===== src/rtl/sap_cpu_core_pkg.sv =====
// Shared definitions for the SAP accumulator core: opcodes and sequencer states.
package sap_cpu_core_pkg;

    localparam logic [3:0] OP_NOP = 4'h0;
    localparam logic [3:0] OP_LDA = 4'h1;
    localparam logic [3:0] OP_ADD = 4'h2;
    localparam logic [3:0] OP_SUB = 4'h3;
    localparam logic [3:0] OP_STA = 4'h4;
    localparam logic [3:0] OP_LDI = 4'h5;
    localparam logic [3:0] OP_JMP = 4'h6;
    localparam logic [3:0] OP_JC  = 4'h7;
    localparam logic [3:0] OP_JZ  = 4'h8;
    localparam logic [3:0] OP_OUT = 4'hE;
    localparam logic [3:0] OP_HLT = 4'hF;

    typedef enum logic [2:0] {
        ST_F0   = 3'd0,
        ST_F1   = 3'd1,
        ST_F2   = 3'd2,
        ST_X0   = 3'd3,
        ST_X1   = 3'd4,
        ST_X2   = 3'd5,
        ST_OW   = 3'd6,
        ST_HALT = 3'd7
    } state_t;

    // Instructions that take a memory operand go through X1 after decode.
    function automatic logic is_mem_op(input logic [3:0] op);
        return (op == OP_LDA) || (op == OP_ADD) || (op == OP_SUB) || (op == OP_STA);
    endfunction

endpackage


===== src/rtl/sap_cpu_core_if.sv =====
// Memory bus and output port of the SAP core, bundled as one interface.
// Output handshake: a word moves on every rising edge where out_valid && out_ready;
// out_valid and out_data stay stable until that edge and out_valid never waits on out_ready.
interface sap_cpu_core_if #(
    parameter int DATA_W = 8,
    parameter int ADDR_W = 4
);
    logic [ADDR_W-1:0] mem_addr;
    logic [DATA_W-1:0] mem_rdata;
    logic [DATA_W-1:0] mem_wdata;
    logic              mem_we;
    logic [DATA_W-1:0] out_data;
    logic              out_valid;
    logic              out_ready;

    modport master (
        output mem_addr, mem_wdata, mem_we, out_data, out_valid,
        input  mem_rdata, out_ready
    );

    modport slave (
        input  mem_addr, mem_wdata, mem_we, out_data, out_valid,
        output mem_rdata, out_ready
    );
endinterface


===== src/rtl/sap_cpu_core_alu.sv =====
// Combinational add/subtract for the accumulator; carry means "no borrow" on subtract.
module sap_cpu_core_alu #(
    parameter int DATA_W = 8
) (
    input  logic [DATA_W-1:0] i_a,
    input  logic [DATA_W-1:0] i_b,
    input  logic              i_sub,
    output logic [DATA_W-1:0] o_result,
    output logic              o_carry,
    output logic              o_zero
);
    logic [DATA_W-1:0] w_b;
    logic [DATA_W:0]   w_sum;

    // Subtract as a + ~b + 1 so the carry out is set exactly when a >= b.
    assign w_b      = i_sub ? ~i_b : i_b;
    assign w_sum    = {1'b0, i_a} + {1'b0, w_b} + {{DATA_W{1'b0}}, i_sub};
    assign o_result = w_sum[DATA_W-1:0];
    assign o_carry  = w_sum[DATA_W];
    assign o_zero   = (w_sum[DATA_W-1:0] == '0);
endmodule


===== src/rtl/sap_cpu_core.sv =====
// Parametrised SAP accumulator CPU: microcode FSM, C/Z flags, external sync-read memory
// and a stalling valid/ready output port. DATA_W must be at least 4 + ADDR_W.
module sap_cpu_core
    import sap_cpu_core_pkg::*;
#(
    parameter int DATA_W = 8,
    parameter int ADDR_W = 4
) (
    input  logic              clk,
    input  logic              rst,
    sap_cpu_core_if.master    bus,
    output logic              halted,
    output logic [ADDR_W-1:0] pc,
    output logic [1:0]        flags,
    output state_t            dbg_state
);
    state_t            r_state;
    state_t            w_next;
    logic [ADDR_W-1:0] r_pc;
    logic [ADDR_W-1:0] r_mar;
    logic [DATA_W-1:0] r_ir;
    logic [DATA_W-1:0] r_a;
    logic [DATA_W-1:0] r_out_data;
    logic              r_out_valid;
    logic              r_c;
    logic              r_z;
    logic              w_mem_we;
    logic [3:0]        w_opcode;
    logic [ADDR_W-1:0] w_operand;
    logic [DATA_W-1:0] w_alu_res;
    logic              w_alu_c;
    logic              w_alu_z;
    logic              w_sub;

    assign w_opcode  = r_ir[DATA_W-1 -: 4];
    assign w_operand = r_ir[ADDR_W-1:0];
    assign w_sub     = (w_opcode == OP_SUB);

    sap_cpu_core_alu #(.DATA_W(DATA_W)) u_alu (
        .i_a      (r_a),
        .i_b      (bus.mem_rdata),
        .i_sub    (w_sub),
        .o_result (w_alu_res),
        .o_carry  (w_alu_c),
        .o_zero   (w_alu_z)
    );

    always_ff @(posedge clk or negedge rst) begin
        if (!rst) begin
            r_state <= ST_F0;
        end else begin
            r_state <= w_next;
        end
    end

    always_comb begin
        w_next   = r_state;
        w_mem_we = 1'b0;
        case (r_state)
            ST_F0: w_next = ST_F1;
            ST_F1: w_next = ST_F2;
            ST_F2: w_next = ST_X0;
            ST_X0: begin
                if (is_mem_op(w_opcode)) begin
                    w_next = ST_X1;
                end else if (w_opcode == OP_OUT) begin
                    w_next = ST_OW;
                end else if (w_opcode == OP_HLT) begin
                    w_next = ST_HALT;
                end else begin
                    w_next = ST_F0;
                end
            end
            ST_X1: begin
                if (w_opcode == OP_STA) begin
                    w_mem_we = 1'b1;
                    w_next   = ST_F0;
                end else begin
                    w_next = ST_X2;
                end
            end
            ST_X2:   w_next = ST_F0;
            ST_OW:   if (bus.out_ready) w_next = ST_F0;
            ST_HALT: w_next = ST_HALT;
            default: w_next = ST_F0;
        endcase
    end

    always_ff @(posedge clk or negedge rst) begin
        if (!rst) begin
            r_pc        <= '0;
            r_mar       <= '0;
            r_ir        <= '0;
            r_a         <= '0;
            r_c         <= 1'b0;
            r_z         <= 1'b0;
            r_out_data  <= '0;
            r_out_valid <= 1'b0;
        end else begin
            case (r_state)
                ST_F0: r_mar <= r_pc;
                ST_F2: begin
                    r_ir <= bus.mem_rdata;
                    r_pc <= r_pc + ADDR_W'(1);
                end
                ST_X0: begin
                    case (w_opcode)
                        OP_LDA, OP_ADD, OP_SUB, OP_STA: r_mar <= w_operand;
                        OP_LDI: r_a  <= {{(DATA_W-ADDR_W){1'b0}}, w_operand};
                        OP_JMP: r_pc <= w_operand;
                        OP_JC:  if (r_c) r_pc <= w_operand;
                        OP_JZ:  if (r_z) r_pc <= w_operand;
                        OP_OUT: begin
                            r_out_data  <= r_a;
                            r_out_valid <= 1'b1;
                        end
                        default: ;
                    endcase
                end
                ST_X2: begin
                    // LDA leaves the flags alone; only the arithmetic ops touch C and Z.
                    if (w_opcode == OP_LDA) begin
                        r_a <= bus.mem_rdata;
                    end else begin
                        r_a <= w_alu_res;
                        r_c <= w_alu_c;
                        r_z <= w_alu_z;
                    end
                end
                ST_OW: if (bus.out_ready) r_out_valid <= 1'b0;
                default: ;
            endcase
        end
    end

    assign bus.mem_addr  = r_mar;
    assign bus.mem_wdata = r_a;
    assign bus.mem_we    = w_mem_we;
    assign bus.out_data  = r_out_data;
    assign bus.out_valid = r_out_valid;
    assign halted        = (r_state == ST_HALT);
    assign pc            = r_pc;
    assign flags         = {r_c, r_z};
    assign dbg_state     = r_state;
endmodule


===== src/flat_wrapper.sv =====
// flat-port wrapper written by rule: the top's interface ports become plain ports
module sap_cpu_core_flat import sap_cpu_core_pkg::*;
#(
    parameter int DATA_W = 8,
    parameter int ADDR_W = 4
)
  (clk, rst, halted, pc, flags, dbg_state, bus_mem_addr, bus_mem_wdata, bus_mem_we, bus_out_data, bus_out_valid, bus_mem_rdata, bus_out_ready);
  sap_cpu_core_if #(.DATA_W(DATA_W), .ADDR_W(ADDR_W)) bus_i ();
  input  logic clk;
  input  logic rst;
  output logic halted;
  output logic [ADDR_W-1:0] pc;
  output logic [1:0] flags;
  output state_t dbg_state;
  output wire logic [$bits(bus_i.mem_addr)-1:0] bus_mem_addr;
  output wire logic [$bits(bus_i.mem_wdata)-1:0] bus_mem_wdata;
  output wire logic [$bits(bus_i.mem_we)-1:0] bus_mem_we;
  output wire logic [$bits(bus_i.out_data)-1:0] bus_out_data;
  output wire logic [$bits(bus_i.out_valid)-1:0] bus_out_valid;
  input wire logic [$bits(bus_i.mem_rdata)-1:0] bus_mem_rdata;
  input wire logic [$bits(bus_i.out_ready)-1:0] bus_out_ready;
  assign bus_mem_addr = bus_i.mem_addr;
  assign bus_mem_wdata = bus_i.mem_wdata;
  assign bus_mem_we = bus_i.mem_we;
  assign bus_out_data = bus_i.out_data;
  assign bus_out_valid = bus_i.out_valid;
  assign bus_i.mem_rdata = bus_mem_rdata;
  assign bus_i.out_ready = bus_out_ready;
  sap_cpu_core #(.DATA_W(DATA_W), .ADDR_W(ADDR_W)) u_core (.clk(clk), .rst(rst), .bus(bus_i), .halted(halted), .pc(pc), .flags(flags), .dbg_state(dbg_state));
endmodule

===== config.mk =====
export PLATFORM = sky130hd
export DESIGN_NAME = sap_cpu_core_flat
export DESIGN_NICKNAME = d
export VERILOG_FILES = /design/src/rtl/sap_cpu_core_pkg.sv /design/src/rtl/sap_cpu_core_if.sv /design/src/rtl/sap_cpu_core_alu.sv /design/src/rtl/sap_cpu_core.sv /design/src/flat_wrapper.sv
export SDC_FILE = /design/constraint.sdc
export NUM_CORES = 1
export LEC_CHECK = 0
export BUFFER_PORTS_ARGS = -buffer_cell sky130_fd_sc_hd__buf_2
export CORE_MARGIN = 1.5
export CORE_UTILIZATION = 50
export DETAILED_ROUTE_END_ITERATION = 10
export GPL_ROUTABILITY_DRIVEN = 0
export GPL_TIMING_DRIVEN = 1
export PLACE_DENSITY = 0.75
export SYNTH_ARGS = -nofsm -noshare
export SYNTH_HDL_FRONTEND = slang
export SYNTH_HIERARCHICAL = 1
export SYNTH_SLANG_ARGS = --single-unit

===== constraint.sdc =====
create_clock -name clk -period 3 [get_ports clk]
set_input_delay 0 -clock clk [delete_from_list [all_inputs] [get_ports clk]]
set_output_delay 0 -clock clk [all_outputs]
set_load 0.03 [all_outputs]

==> metrics.md <==
| Metric | Value |
|---|---|
| CTS root buf | clkbuf_8 |
| First-pass GRT wire length | 8507 um |
| Worst Clk Skew | 5.390 ps |
| Drt initial violations | ~110 |
| H-tree depth | 2 |
| Post-CTS Resized | 0 |
| Die W | a little over 70 um |
| Synth top cells by count | 38 x dfrtp_1, 15 x nand2_1, 12 x nor2_1 |
| Setup Crit Path Kind | reg2reg |
| CP Max Fanout | 8 |
| Power Dens Cells | 1306 nW/um^2 |
| Vias in the first global route | ~1700 |
| Area Overhead vs Synth | 19.77% |
| Main synth FF type | dfrtp_1 |
| Via/cell ratio | just under 6 |
| Grt total ovfl | 0 |
| Final hold viol count | 0 |
| Slew Limit Fails | 0 |
| Power, Total | 3.780 mW |
| Post-Synth XOR/XNOR Area | 0.04710 |
| FP Rows | 25 |
| Worst slew pin tran | roughly 870 ps |
| Simple-gate share of the synthesized area | 0.1843 |
| Lkg Pwr | 1.378 nW |
| Initial antenna violation count | 0 |
| Post-synth top area cell | dfrtp_1 |
| Routed wire length | 5513 um |
| Synth area leaders | dfrtp_1 39%, mux2_4 5.0%, mux2_2 4.7% |
| Most frequent cell after synthesis | dfrtp_1 |
| Util after Layout | 0.6171 |
| Die area | 5261 um^2 |
| Number of synthesized flops with an enable pin | 0 |
| Final net count | 300 |
| Total track usage | 0.2112 |
| Int Power | 2.022 mW |
| Largest family of logic cells by synthesized area | simple AND/OR/NAND/NOR gates |
| Skew-Pair Late Insertion Delay | 290 ps |
| Diode count | 0 |
| Arr. time, crit path | 3040 ps |
| DR DRC count | 0 |
| Post-synth net total | 249 |
| Synth Instances | 229 |
| Yosys cell types | 54 |
| FF+latch count, synth | 38 |
| Worst-case clock buffer depth | 2 |
| P_sw | roughly 1.8 mW |
| Yosys warning count | 6 |
| CTS clk-pin slew, worst paths | about 80 ps |
| Switching share of power | 0.4652 |
| Cts hold-fix bufs | 9 |
| Max-cap violations | 0 |
| Mux share of post-synthesis cell area | 0.1418 |
| Startpoint Class | flip-flop |
| Power share of the clock group | 0.140 |
| Syn Area/Cell | 10.56 um^2 |
| Comb power frac | 0.591 |
| Max_slew headroom | 0.4214 |
| TritonCTS clock tree | yes |
| I/O pin cnt | 43 |
| Layout fillers | 389 |
| Seq/Total Area, Yosys | 0.3934 |
| Post-Route Setup TNS | 0 ps |
| Placed cells | about 320 |
| Starting density of the core | 0.5152 |
| Crit end category | flip-flop |
| Total number of vias | 1964 |
| Flop pwr share | 0.269 |
| DR WL/cell | 16.46 um |
| Data required time of the worst path | approximately 3200 ps |
| CTS Sinks | 38 |
| Compound-Gate Fraction of Synth Area | 0.1403 |
| Outcome | completed |
| VDD IR-drop max | 0.5158 mV |
| Synth async-reset ratio | 1.000 |
| HPWL after DPL | 3704 um |
| Share of cells above drive strength 1 | 0.3025 |
| Non-Filler Instances | 335 |
| Final setup viols | 0 |
| Tcrit/Tclk final | 0.9327 |
| Die Y | around 73 um |
| Number of post-CTS setup repair buffers | 0 |
| Min-delay worst type | in2reg |
| ANT nets after route | 0 |
| Achievable Freq | 0.3574 GHz |
| Yosys top cell area share | 0.3934 |
| # port buffers | 42 |
| Post-synthesis adder-cell area fraction | 0.04969 |
| Worst Hold Margin | 27.69 ps |
| Placeable Area | 4692 um^2 |
| DRT Pass-1 Iters | 4 |
| CTS buffer count | 5 |
| Largest net degree at the start of global routing | 39 |
| RSZ-0062 raised after global routing | false |
| Min Tclk post-route | ~2800 ps |
| Mapped Area | 2417 um^2 |
-- worst max-delay path, cell delays in order (launching register included) --
cell     delay (ps)
dfrtp_1         380
nor3_1          190
buf_4           220
xor2_1          160
ha_1            290
a21o_1          210
a21o_1          190
a211o_1         290
a221o_1         360
nor4b_2         260
mux2_2          180
-- logic make-up after synthesis --
group                    after synthesis
AND/OR/NAND/NOR                       75
XOR/XNOR                              13
adder cells (fa/ha/maj)                9
flip-flops                            38
AO/OA/AOI/OAI                         46
multiplexers                          29
buffers and inverters                 19
-- routing by layer --
metal  wire [um]  share of wire  GRT usage  vias up
met5           0              0          0        -
met4          68          0.012    0.07128        0
met3         219          0.040    0.04444        6
met2        2544           0.46     0.3191       57
met1        2680           0.49     0.3006      945
li1            -              -          -      956
-- layout by cell type (no fill, tap or decap), types with 5 or more instances in the layout --
| cell type | synthesis | routed |
|---|---|---|
| mux2i_1 | 11 | 11 |
| mux2_2 | 10 | 10 |
| nor3_1 | 6 | 6 |
| o21ai_0 | 11 | 11 |
| xor2_1 | 10 | 10 |
| nor2_1 | 12 | 12 |
| a21oi_1 | 6 | 6 |
| dfrtp_1 | 38 | 38 |
| nand2_1 | 15 | 15 |
| nand3_1 | 8 | 8 |
| buf_4 | 8 | 7 |
| clkbuf_8 | 0 | 5 |
| buf_2 | 3 | 42 |
| ha_1 | 8 | 8 |
| mux2_4 | 8 | 8 |
| dlygate4sd3_1 | 0 | 9 |
-- layout make-up --
class	count	area, um^2	area share
clock buffer	5	68.82	0.02377
multi-input combinational	172	1368	0.4723
inverter	5	18.77	0.006482
clock inverter	3	68.82	0.02377
tap	54	67.56	0.02334
sequential	38	950.9	0.3284
timing repair buffer	58	352.8	0.1219
-- power groups by stage --
stage                     combinational (mW)  clock [mW]  sequential [mW]
after floorplan                         1.45           0             1.26
after global placement                  2.14           0             1.02
after detailed placement                2.19           0             1.03
after CTS                               2.21       0.543             1.02
after global routing                    2.41       0.563             1.05
final                                   2.23       0.529             1.02
-- metrics by stage --
step	area, um^2	worst slack [ps]
after CTS	2895	220.0
after detailed placement	2668	257.3
after floorplan	2417	225.5
after global routing	2895	106.1
final	2895	201.9
after global placement	2668	315.1
-- final timing paths --
check,end,startpoint,cells past startpoint,slack [ps]
max in group asynchronous,u_core/bus.out_data[4]$_DFFE_PN0P_,rst,2,2100
worst min-delay path,u_core/r_ir[0]$_DFFE_PN0P_,bus_mem_rdata[0],2,30
worst max register to register,u_core/r_z$_DFFE_PN0P_,u_core/r_ir[7]$_DFFE_PN0P_,10,200
min in group asynchronous,u_core/bus.mem_addr[3]$_DFFE_PN0P_,rst,2,360
worst max-delay path,u_core/r_z$_DFFE_PN0P_,u_core/r_ir[7]$_DFFE_PN0P_,10,200
worst min register to register,u_core/bus.mem_addr[3]$_DFFE_PN0P_,u_core/bus.mem_addr[3]$_DFFE_PN0P_,1,470
-- sequential cells by signal (all words and copies together) (netlist names) --
name / flops
u_core/bus.mem_addr: 4
u_core/r_ir: 8
u_core/bus.mem_wdata: 8
u_core/r_c: 1
u_core/pc: 4
u_core/r_z: 1
u_core/bus.out_valid: 1
u_core/bus.out_data: 8
u_core/dbg_state: 3
Power figures use the tool's default switching activity.
